$ cat src/rtl/bingo_pkg.sv
// bingo_pkg: shared types and width helpers for the bingo engine.
//   bingo_state_t : top-level game FSM states
//   EMPTY_NUM     : reserved number meaning "struck / empty entry"
//   pid_w/addr_w/cnt_w : derived width helpers used by bingo_core
package bingo_pkg;

   typedef enum logic [2:0] {
      ST_LOAD,
      ST_READY,
      ST_PLAY,
      ST_SCAN,
      ST_RESULT,
      ST_OVER
   } bingo_state_t;

   localparam int EMPTY_NUM = 0;

   // Player index width, at least one bit even for a single player.
   function automatic int pid_w(input int players);
      return (players > 1) ? $clog2(players) : 1;
   endfunction

   // Address width over a depth, at least one bit even for depth 1.
   function automatic int addr_w(input int depth);
      return (depth > 1) ? $clog2(depth) : 1;
   endfunction

   // Counter width able to hold 0..entries.
   function automatic int cnt_w(input int entries);
      return $clog2(entries + 1);
   endfunction

endpackage

$ cat src/rtl/card_mem.sv
// card_mem: card storage, one synchronous write port and one synchronous
// read port. The array has no reset; contents are rewritten by each load.
//   clk              : clock
//   wr_en/wr_addr/wr_data : write port
//   rd_en/rd_addr    : read request, data appears on rd_data after the edge
//   rd_data          : registered read data
module card_mem #(
   parameter int ENTRIES    = 16,
   parameter int ADDR_WIDTH = 4,
   parameter int DATA_WIDTH = 8
) (
   input  logic                  clk,
   input  logic                  wr_en,
   input  logic [ADDR_WIDTH-1:0] wr_addr,
   input  logic [DATA_WIDTH-1:0] wr_data,
   input  logic                  rd_en,
   input  logic [ADDR_WIDTH-1:0] rd_addr,
   output logic [DATA_WIDTH-1:0] rd_data
);

   logic [DATA_WIDTH-1:0] mem [ENTRIES];

   always_ff @(posedge clk) begin
      if (wr_en) mem[wr_addr] <= wr_data;
      if (rd_en) rd_data <= mem[rd_addr];
   end

endmodule

$ cat src/rtl/bingo_core.sv
// bingo_core: multi-player bingo engine.
// Loads PLAYERS cards of ENTRIES numbers, then for each draw scans the whole
// card memory, strikes matching entries, keeps a per-player remaining count
// and reports full-card winners (ties included).
//   clk, rst                  : clock, synchronous active-high reset
//   load_valid/load_number    : card number entry, accepted while load_ready
//   load_ready                : high in LOAD
//   start                     : READY->PLAY, or OVER->LOAD (new game)
//   draw_valid/draw_number    : drawn number, accepted while draw_ready
//   draw_ready                : high in PLAY
//   last_draw                 : most recently accepted draw
//   match_mask                : players struck by the last draw
//   remaining                 : packed per-player unstruck counts
//   winner_mask               : players with a completed card
//   game_over                 : high in OVER
//   busy                      : high in SCAN or RESULT
module bingo_core
   import bingo_pkg::*;
#(
   parameter int PLAYERS    = 2,
   parameter int ENTRIES    = 8,
   parameter int DATA_WIDTH = 8
) (
   input  logic                                 clk,
   input  logic                                 rst,
   input  logic                                 load_valid,
   input  logic [DATA_WIDTH-1:0]                load_number,
   output logic                                 load_ready,
   input  logic                                 start,
   input  logic                                 draw_valid,
   input  logic [DATA_WIDTH-1:0]                draw_number,
   output logic                                 draw_ready,
   output logic [DATA_WIDTH-1:0]                last_draw,
   output logic [PLAYERS-1:0]                   match_mask,
   output logic [PLAYERS*cnt_w(ENTRIES)-1:0]    remaining,
   output logic [PLAYERS-1:0]                   winner_mask,
   output logic                                 game_over,
   output logic                                 busy
);

   localparam int NUM    = PLAYERS * ENTRIES;
   localparam int PID_W  = pid_w(PLAYERS);
   localparam int ADDR_W = addr_w(NUM);
   localparam int CNT_W  = cnt_w(ENTRIES);
   localparam int ENT_W  = addr_w(ENTRIES);
   localparam logic [ADDR_W-1:0]     LAST_ADDR = ADDR_W'(NUM - 1);
   localparam logic [ENT_W-1:0]      LAST_ENT  = ENT_W'(ENTRIES - 1);
   localparam logic [DATA_WIDTH-1:0] EMPTY     = DATA_WIDTH'(EMPTY_NUM);

   bingo_state_t state, state_nx;

   // Address counters, each paired with a player/entry counter so the owning
   // player of an address is known without dividing by ENTRIES.
   logic [ADDR_W-1:0] load_ptr, scan_ptr;
   logic [PID_W-1:0]  load_pid, scan_pid;
   logic [ENT_W-1:0]  load_ent, scan_ent;
   logic              scan_issue;

   logic                  vld_p1;
   logic [ADDR_W-1:0]     addr_p1;
   logic [PID_W-1:0]      pid_p1;
   logic [DATA_WIDTH-1:0] rd_data_p1;
   logic                  hit_p1;

   logic [CNT_W-1:0]   cnt [PLAYERS];
   logic [PLAYERS-1:0] has_card, acc, win;

   logic                  load_fire, draw_fire, new_game;
   logic                  mem_we, mem_re;
   logic [ADDR_W-1:0]     mem_waddr;
   logic [DATA_WIDTH-1:0] mem_wdata;

   assign load_fire = (state == ST_LOAD) && load_valid;
   assign draw_fire = (state == ST_PLAY) && draw_valid;
   assign new_game  = (state == ST_OVER) && start;
   assign mem_re    = (state == ST_SCAN) && scan_issue;

   // A zero entry is already struck, so a drawn zero never matches.
   assign hit_p1 = vld_p1 && (rd_data_p1 == last_draw) && (rd_data_p1 != EMPTY);

   always_comb begin
      win = '0;
      for (int p = 0; p < PLAYERS; p++)
         win[p] = has_card[p] && (cnt[p] == '0);
   end

   always_ff @(posedge clk) begin
      if (rst) state <= ST_LOAD;
      else     state <= state_nx;
   end

   always_comb begin
      state_nx = state;
      case (state)
         ST_LOAD:   if (load_fire && (load_ptr == LAST_ADDR)) state_nx = ST_READY;
         ST_READY:  if (start) state_nx = ST_PLAY;
         ST_PLAY:   if (draw_valid) state_nx = ST_SCAN;
         // The cycle after the last read issue is the compare drain cycle.
         ST_SCAN:   if (!scan_issue) state_nx = ST_RESULT;
         ST_RESULT: state_nx = (|win) ? ST_OVER : ST_PLAY;
         ST_OVER:   if (start) state_nx = ST_LOAD;
         default:   state_nx = ST_LOAD;
      endcase
   end

   // Loads and strikes never coincide (different states); writes are
   // suppressed on the reset edge so an aborted scan leaves no trace.
   always_comb begin
      mem_we    = 1'b0;
      mem_waddr = load_ptr;
      mem_wdata = load_number;
      if (load_fire) begin
         mem_we = 1'b1;
      end else if (hit_p1) begin
         mem_we    = 1'b1;
         mem_waddr = addr_p1;
         mem_wdata = EMPTY;
      end
      if (rst) mem_we = 1'b0;
   end

   card_mem #(
      .ENTRIES    (NUM),
      .ADDR_WIDTH (ADDR_W),
      .DATA_WIDTH (DATA_WIDTH)
   ) u_card_mem (
      .clk     (clk),
      .wr_en   (mem_we),
      .wr_addr (mem_waddr),
      .wr_data (mem_wdata),
      .rd_en   (mem_re),
      .rd_addr (scan_ptr),
      .rd_data (rd_data_p1)
   );

   always_ff @(posedge clk) begin
      if (rst) begin
         load_ptr    <= '0;
         load_pid    <= '0;
         load_ent    <= '0;
         scan_ptr    <= '0;
         scan_pid    <= '0;
         scan_ent    <= '0;
         scan_issue  <= 1'b0;
         vld_p1      <= 1'b0;
         last_draw   <= '0;
         match_mask  <= '0;
         winner_mask <= '0;
         acc         <= '0;
         has_card    <= '0;
      end else begin
         vld_p1 <= mem_re;
         if (load_fire) begin
            load_ptr <= load_ptr + ADDR_W'(1);
            if (load_ent == LAST_ENT) begin
               load_ent <= '0;
               load_pid <= load_pid + PID_W'(1);
            end else begin
               load_ent <= load_ent + ENT_W'(1);
            end
            if (load_number != EMPTY) has_card[load_pid] <= 1'b1;
         end
         if (draw_fire) begin
            last_draw  <= draw_number;
            acc        <= '0;
            scan_issue <= 1'b1;
            scan_ptr   <= '0;
            scan_pid   <= '0;
            scan_ent   <= '0;
         end
         if (mem_re) begin
            if (scan_ptr == LAST_ADDR) scan_issue <= 1'b0;
            scan_ptr <= scan_ptr + ADDR_W'(1);
            if (scan_ent == LAST_ENT) begin
               scan_ent <= '0;
               scan_pid <= scan_pid + PID_W'(1);
            end else begin
               scan_ent <= scan_ent + ENT_W'(1);
            end
         end
         if (hit_p1) acc[pid_p1] <= 1'b1;
         if (state == ST_RESULT) begin
            match_mask  <= acc;
            winner_mask <= win;
         end
         if (new_game) begin
            load_ptr    <= '0;
            load_pid    <= '0;
            load_ent    <= '0;
            last_draw   <= '0;
            match_mask  <= '0;
            winner_mask <= '0;
            acc         <= '0;
            has_card    <= '0;
         end
      end
   end

   // Read stage -> compare stage: address and owner travel with the read data.
   always_ff @(posedge clk) begin
      addr_p1 <= scan_ptr;
      pid_p1  <= scan_pid;
   end

   always_ff @(posedge clk) begin
      if (rst) begin
         for (int p = 0; p < PLAYERS; p++) cnt[p] <= '0;
      end else begin
         for (int p = 0; p < PLAYERS; p++) begin
            if (new_game)
               cnt[p] <= '0;
            else if (load_fire && (load_number != EMPTY) && (load_pid == PID_W'(p)))
               cnt[p] <= cnt[p] + CNT_W'(1);
            else if (hit_p1 && (pid_p1 == PID_W'(p)))
               cnt[p] <= cnt[p] - CNT_W'(1);
         end
      end
   end

   for (genvar g = 0; g < PLAYERS; g++) begin : g_rem
      assign remaining[g*CNT_W +: CNT_W] = cnt[g];
   end

   assign load_ready = (state == ST_LOAD);
   assign draw_ready = (state == ST_PLAY);
   assign game_over  = (state == ST_OVER);
   assign busy       = (state == ST_SCAN) || (state == ST_RESULT);

endmodule

$ cat config.mk
export PLATFORM = sky130hd
export DESIGN_NAME = bingo_core
export DESIGN_NICKNAME = d
export VERILOG_FILES = /design/src/rtl/bingo_pkg.sv /design/src/rtl/card_mem.sv /design/src/rtl/bingo_core.sv
export SDC_FILE = /design/constraint.sdc
export NUM_CORES = 1
export LEC_CHECK = 0
export CAP_MARGIN = 40
export CORE_ASPECT_RATIO = 0.6
export CORE_MARGIN = 2
export CORE_UTILIZATION = 45
export CTS_BUF_LIST = sky130_fd_sc_hd__clkbuf_4 sky130_fd_sc_hd__clkbuf_8
export DETAILED_ROUTE_END_ITERATION = 12
export MAX_ROUTING_LAYER = met4
export PLACE_DENSITY = 0.74
export SLEW_MARGIN = 5
export SYNTH_ARGS = -nofsm -noshare
export SYNTH_HDL_FRONTEND = slang
export SYNTH_SLANG_ARGS = --single-unit
$ cat constraint.sdc
create_clock -name clk -period 3.12 [get_ports clk]
set_input_delay 0.936 -clock clk [delete_from_list [all_inputs] [get_ports clk]]
set_output_delay 0.936 -clock clk [all_outputs]
set_load 0.01 [all_outputs]
# After elaboration in Yosys (flattened, before gate mapping)

Memory sizes are Yosys's and may differ from the RTL's. A register that Yosys moved wholly into a read port is not among the register bits.
Index checks and enable logic that the tools add are counted.

Register bits: 42
RAM bits: 136
Input bits: 21
Output and inout bits: 24
Logic and storage cells: 149
Memories kept: 2

Add/sub/neg operators: 10
Magnitude comparators: 4
Eq/ne operators: 15
Muxes and demuxes: 64
Bitwise gates (word level): 10
Reduce and logical (&&, ||, !) cells: 28

Memories:

| name           | words | bits a word | rd ports | clocked after Yosys merged registers in | wr ports | line             | source |
|---|---|---|---|---|---|---|---|
| u_card_mem.mem | 16    | 8           | 1        | 1                                       | 1        | card_mem.sv:21   | `logic [DATA_WIDTH-1:0] mem [ENTRIES];` |
| cnt            | 2     | 4           | 2        | 0                                       | 2        | bingo_core.sv:65 | `logic [CNT_W-1:0] cnt [PLAYERS];` |

Operators by type and width:

| kind                                                                         | count |
|---|---|
| 4-bit 2-to-1 mux                                                             | 10 |
| 1-bit 2-to-1 mux                                                             | 36 |
| 3-bit 2-to-1 mux                                                             | 10 |
| 3-bit case mux with 6 select lines                                           | 1 |
| 4-bit by 1-bit adder with 4-bit output, second input constant                | 4 |
| 1-bit logical AND                                                            | 16 |
| 8-bit 2-to-1 mux                                                             | 2 |
| 8-bit nonzero test                                                           | 2 |
| 3-bit equality test, second input constant                                   | 4 |
| 4-bit equality test, second input constant                                   | 2 |
| 8-bit equality test                                                          | 1 |
| 4-bit logical NOT                                                            | 2 |
| 2-bit inequality test, second input constant                                 | 4 |
| 4-bit by 1-bit subtractor with 4-bit output, second input constant           | 2 |
| 3-bit by 1-bit adder with 3-bit output, second input constant                | 2 |
| 3-bit by 2-bit equality test with 1-bit output, second input constant        | 2 |
| 2-bit 2-to-1 mux                                                             | 3 |
| 1-bit bitwise OR                                                             | 6 |
| 5-bit AND reduction                                                          | 1 |
| 1-bit by 2-bit less-than comparator with 1-bit output, second input constant | 2 |
| 2-bit bitwise OR                                                             | 2 |
| 2-bit AND reduction                                                          | 2 |
| 2-bit OR reduction                                                           | 2 |
| 3-bit by 1-bit equality test with 1-bit output, second input constant        | 1 |
| 8 further kinds                                                              | 12 |

# Longest topological paths before layout

Depth after elaboration: 10
Gate-level depth with buffers: 12
Gate-level depth less buffers: 11

# By module

Synthesis repeated with hierarchy kept, for this count alone.

Cells, all modules: 520
Area, all modules: 7832.5 um^2

By module, submodules not included:

| module     | instances | cells each | area each (um^2) | seq. area each (um^2) |
|---|---|---|---|---|
| card_mem   | 1         | 229        | 5227.5           | 4083.9 |
| bingo_core | 1         | 291        | 2605.0           | 1081.0 |

# Worst setup path after synthesis

No wires, ideal clock.

Path type: input port to flip-flop
Start point: input rst
End point: memory cnt[1][3] (netlist bit) (data pin)
Setup time: 0.270 ns
Arrival time: 2.814 ns
Required time: 2.850 ns
Slack: 0.036 ns
Stages: 11
Buffers on the path: 1
Cell sequence: clkbuf_1 a31o_2 nor4_2 nand3_1 inv_1 ha_1 a21o_1 a21oi_1 xnor2_1 nand4b_1 a21oi_1

RTL lines:

| item        | line             | source |
|---|---|---|
| from (decl) | bingo_core.sv:25 | `input logic rst,` |
| to (decl)   | bingo_core.sv:65 |  |

==> metrics.cfg <==
[run_status]
outcome=finished, final reports clean

[timing]
final_critical_path_setup_slack_ps=120
timing.fmax_ghz=0.333
finalCritPeriodShare_pct=96.1
finalWorstPathRequiredPeriod_ps=3000
setup_viol=0
max_transition_viols_final=0
hold_violations_final=0
maxSlewHeadroom_pct=47.1
rsz_0062_raised_after_global_routing=yes
max_slew.worst_pin.slew_ps=792
hold_slack_ps=375
worst_clk_skew_ps=19.9

[floorplan]
chipHeight_um=106
area_of_the_die_um2=18500
core_area_um2=17100
pin_count=45
initial_core_util_pct=45.7
floorplan.rows=37
die-width_um=174

[yosys]
most_numerous_cell_in_the_yosys_netlist=sky130_fd_sc_hd__edfxtp_1
synth.area.mux_share_pct=13.0
ys_async_sr_fraction_pct=0
largest_family_of_logic_cells_by_synthesized_area=multiplexers
netlist-cell-type-count=51
post-synth-top-area-fraction_pct=55.4
synthesis.area_per_instance_um2=15.1
cell_type_with_the_highest_aggregate_area_in_the_netlist=sky130_fd_sc_hd__edfxtp_1
netlist_instances=517
syn_area_um2=7810
synth_xor_area_share_pct=1.46
ys_ff_latch=186
ys_dominant_reg_cell=sky130_fd_sc_hd__edfxtp_1
post_synth_and_or_nand_nor_area_fraction_pct=10.6
ys_seq_area_share_pct=66.1
synthAdderAreaFrac_pct=2.02
warning_count_from_the_yosys_run=0
area_fraction_in_compound_gates_after_synthesis_pct=4.76
synthTopCellsByCount=144 x sky130_fd_sc_hd__edfxtp_1, 48 x sky130_fd_sc_hd__nor2_1, 42 x sky130_fd_sc_hd__dfxtp_1
post_synth_edffs=144
synth_top_cells_by_area=sky130_fd_sc_hd__edfxtp_1 55%, sky130_fd_sc_hd__mux4_2 12%, sky130_fd_sc_hd__dfxtp_1 11%
synth_fp_nets=550

[place]
routabilityCongestion=0.940
dp_cells=817
place_ws_ps=-482
io_buffers=44
placed_area_um2=8820
hpwlAfterDp_mm=12.3

[global_routing]
number_of_global_route_vias_before_repair=4624
total_gr_overflow=0
initial_antenna_violation_count=1
grt_util_overall_pct=20.3
wire_length_of_the_first_global_routing_pass_mm=27.0
grt_max_degree=33

[pwr]
largest_vdd_supply_drop_v=0.000242
power_per_cell_area_nw_per_um2=506
power_leakage_nw=3.05

[cts]
clock_tree_from_tritoncts=done
cts-htree-levels=4
ctsRootBufferMaster=sky130_fd_sc_hd__clkbuf_8
path_clk_slew_ps=110
cts.sink_count=186
insertion_delay_to_the_later_sink_of_the_worst_skew_pair_ps=460
cts_hold_buf=0
cts_buffer_depth=2
numCtsBuffers=17

[route]
dr.pass1.iters=5
first_iter_violations=463
drt-vias-per-instance=5.66
final_antenna_net_count=0
drc=0
routedWlPerCell_um=20.3
wirelength_mm=17.2
num_vias=4805

[setup_path]
worst_path_max_delay_cell=sky130_fd_sc_hd__clkdlybuf4s50_1
critical_path.max_stage_delay_ps=460
timing.critical_path.max_delay_family=simple AND/OR/NAND/NOR gates
timing.critical_path.cells=clkdlybuf4s50_1, nor4_2, buf_4, nand2_2, nand3_4, nand3_1, inv_2, ha_1, a21o_1, a21oi_2, xnor2_1, nand4b_1, a21oi_1
path_max_fanout=2
signal_arrival_time_at_the_worst_endpoint_ps=3210
worst_setup_path_start_kind=input port
crit_type=in -> reg
endpoint_kind_of_the_worst_setup_timing_path=register
crit_required_ps=3330
timing.critical_path.buf_inv=3

[layout]
area_growth_syn_to_layout_pct=18.9
final.fill_count=1312
stdcell_area_um2=9280
post_route_cells_drive_above_1_share_pct=23.1
final_util_pct=54.3
filler_free_cell_count_of_the_finished_design=849
diodes=0
nets=635

[min_path]
min_path_type=reg -> reg

[job]
drv_cap=0

registers in the layout, indices dropped and copies added, names as in the netlist, 3 cells and up:
register / cells
u_card_mem.mem: 128
cnt: 8
last_draw: 8
u_card_mem.rd_data: 8
addr_p1: 4
load_ptr: 4
scan_ptr: 4
load_ent: 3
scan_ent: 3
state: 3
logic make-up after synthesis:
kind of cell	count (synthesis)
mux	51
buf+inv	35
compound gates	58
simple gates	162
xor+xnor	13
flops	186
fa+ha+maj	12
metrics by stage:
stage	total power [mW]	TNS, ps
finish	4.69	0
global route	4.84	-57.6
CTS	4.72	0
detailed placement	3.00	-3180
global placement	2.98	-5010
floorplan	2.89	0
final cells by class:
cell class | instances | area, um2 | area share, %
clock buffer | 17 | 234 | 2.52
clock inverter | 15 | 205 | 2.21
inverter | 7 | 26.3 | 0.283
multi-input combinational | 296 | 2510 | 27.1
sequential | 186 | 5170 | 55.7
tap | 234 | 293 | 3.15
timing repair buffer | 94 | 845 | 9.10
layout by cell type (no fill, tap or decap), types with 3 or more instances in the layout:
cell / synthesis / layout
sky130_fd_sc_hd__dfxtp_1: 42 / 40
sky130_fd_sc_hd__bufinv_16: 0 / 3
sky130_fd_sc_hd__inv_1: 6 / 5
sky130_fd_sc_hd__edfxtp_1: 144 / 144
sky130_fd_sc_hd__o21ai_0: 6 / 6
sky130_fd_sc_hd__clkdlybuf4s50_1: 0 / 44
sky130_fd_sc_hd__inv_6: 0 / 4
sky130_fd_sc_hd__and2_1: 4 / 4
sky130_fd_sc_hd__nand4_1: 3 / 3
sky130_fd_sc_hd__nand3b_1: 4 / 4
sky130_fd_sc_hd__nand2_1: 39 / 38
sky130_fd_sc_hd__nor3b_1: 8 / 8
sky130_fd_sc_hd__xor2_1: 4 / 4
sky130_fd_sc_hd__a21oi_1: 28 / 27
sky130_fd_sc_hd__and3_1: 4 / 4
sky130_fd_sc_hd__a31o_2: 3 / 3
sky130_fd_sc_hd__nand2b_1: 4 / 4
sky130_fd_sc_hd__clkbuf_8: 0 / 17
sky130_fd_sc_hd__a22oi_1: 5 / 5
sky130_fd_sc_hd__nor3_1: 12 / 12
sky130_fd_sc_hd__nor2_1: 48 / 48
sky130_fd_sc_hd__nand3_1: 8 / 7
sky130_fd_sc_hd__mux2i_1: 9 / 9
sky130_fd_sc_hd__mux4_2: 40 / 40
sky130_fd_sc_hd__buf_4: 0 / 47
sky130_fd_sc_hd__a31oi_1: 5 / 5
sky130_fd_sc_hd__xnor2_1: 9 / 9
sky130_fd_sc_hd__ha_1: 11 / 11
sky130_fd_sc_hd__nor2b_1: 12 / 12
per-layer routing:
layer	routed length [um]	global-route usage, %
met1	8000	30.6
met2	7570	28.1
met3	1380	3.79
met4	297	5.94
met5	0	-
where the power goes:
group	total [mW]	switching [mW]	internal [mW]
Sequential	2.72	0.0256	2.69
Combinational	0.228	0.119	0.109
Clock	1.74	0.919	0.826
Total	4.69	1.06	3.63
worst paths after layout:
path / start / end / slack [ps] / cells past startpoint
worst max-delay path: load_number[5] / cnt[1][3]$_SDFFCE_PN0P_ / 120 / 13
worst min-delay path: scan_pid$_SDFF_PP0_ / pid_p1$_DFF_P_ / 370 / 0
worst max register to register: u_card_mem.rd_data[2]$_DFFE_PP_ / cnt[1][3]$_SDFFCE_PN0P_ / 320 / 11
worst min register to register: scan_pid$_SDFF_PP0_ / pid_p1$_DFF_P_ / 370 / 0
what timing repair did:
action,CTS,global route
setup endpoints to repair,0,2
buffers inserted,0,0
resized for setup,0,7
No activity file was read; power rests on OpenSTA's default activity.
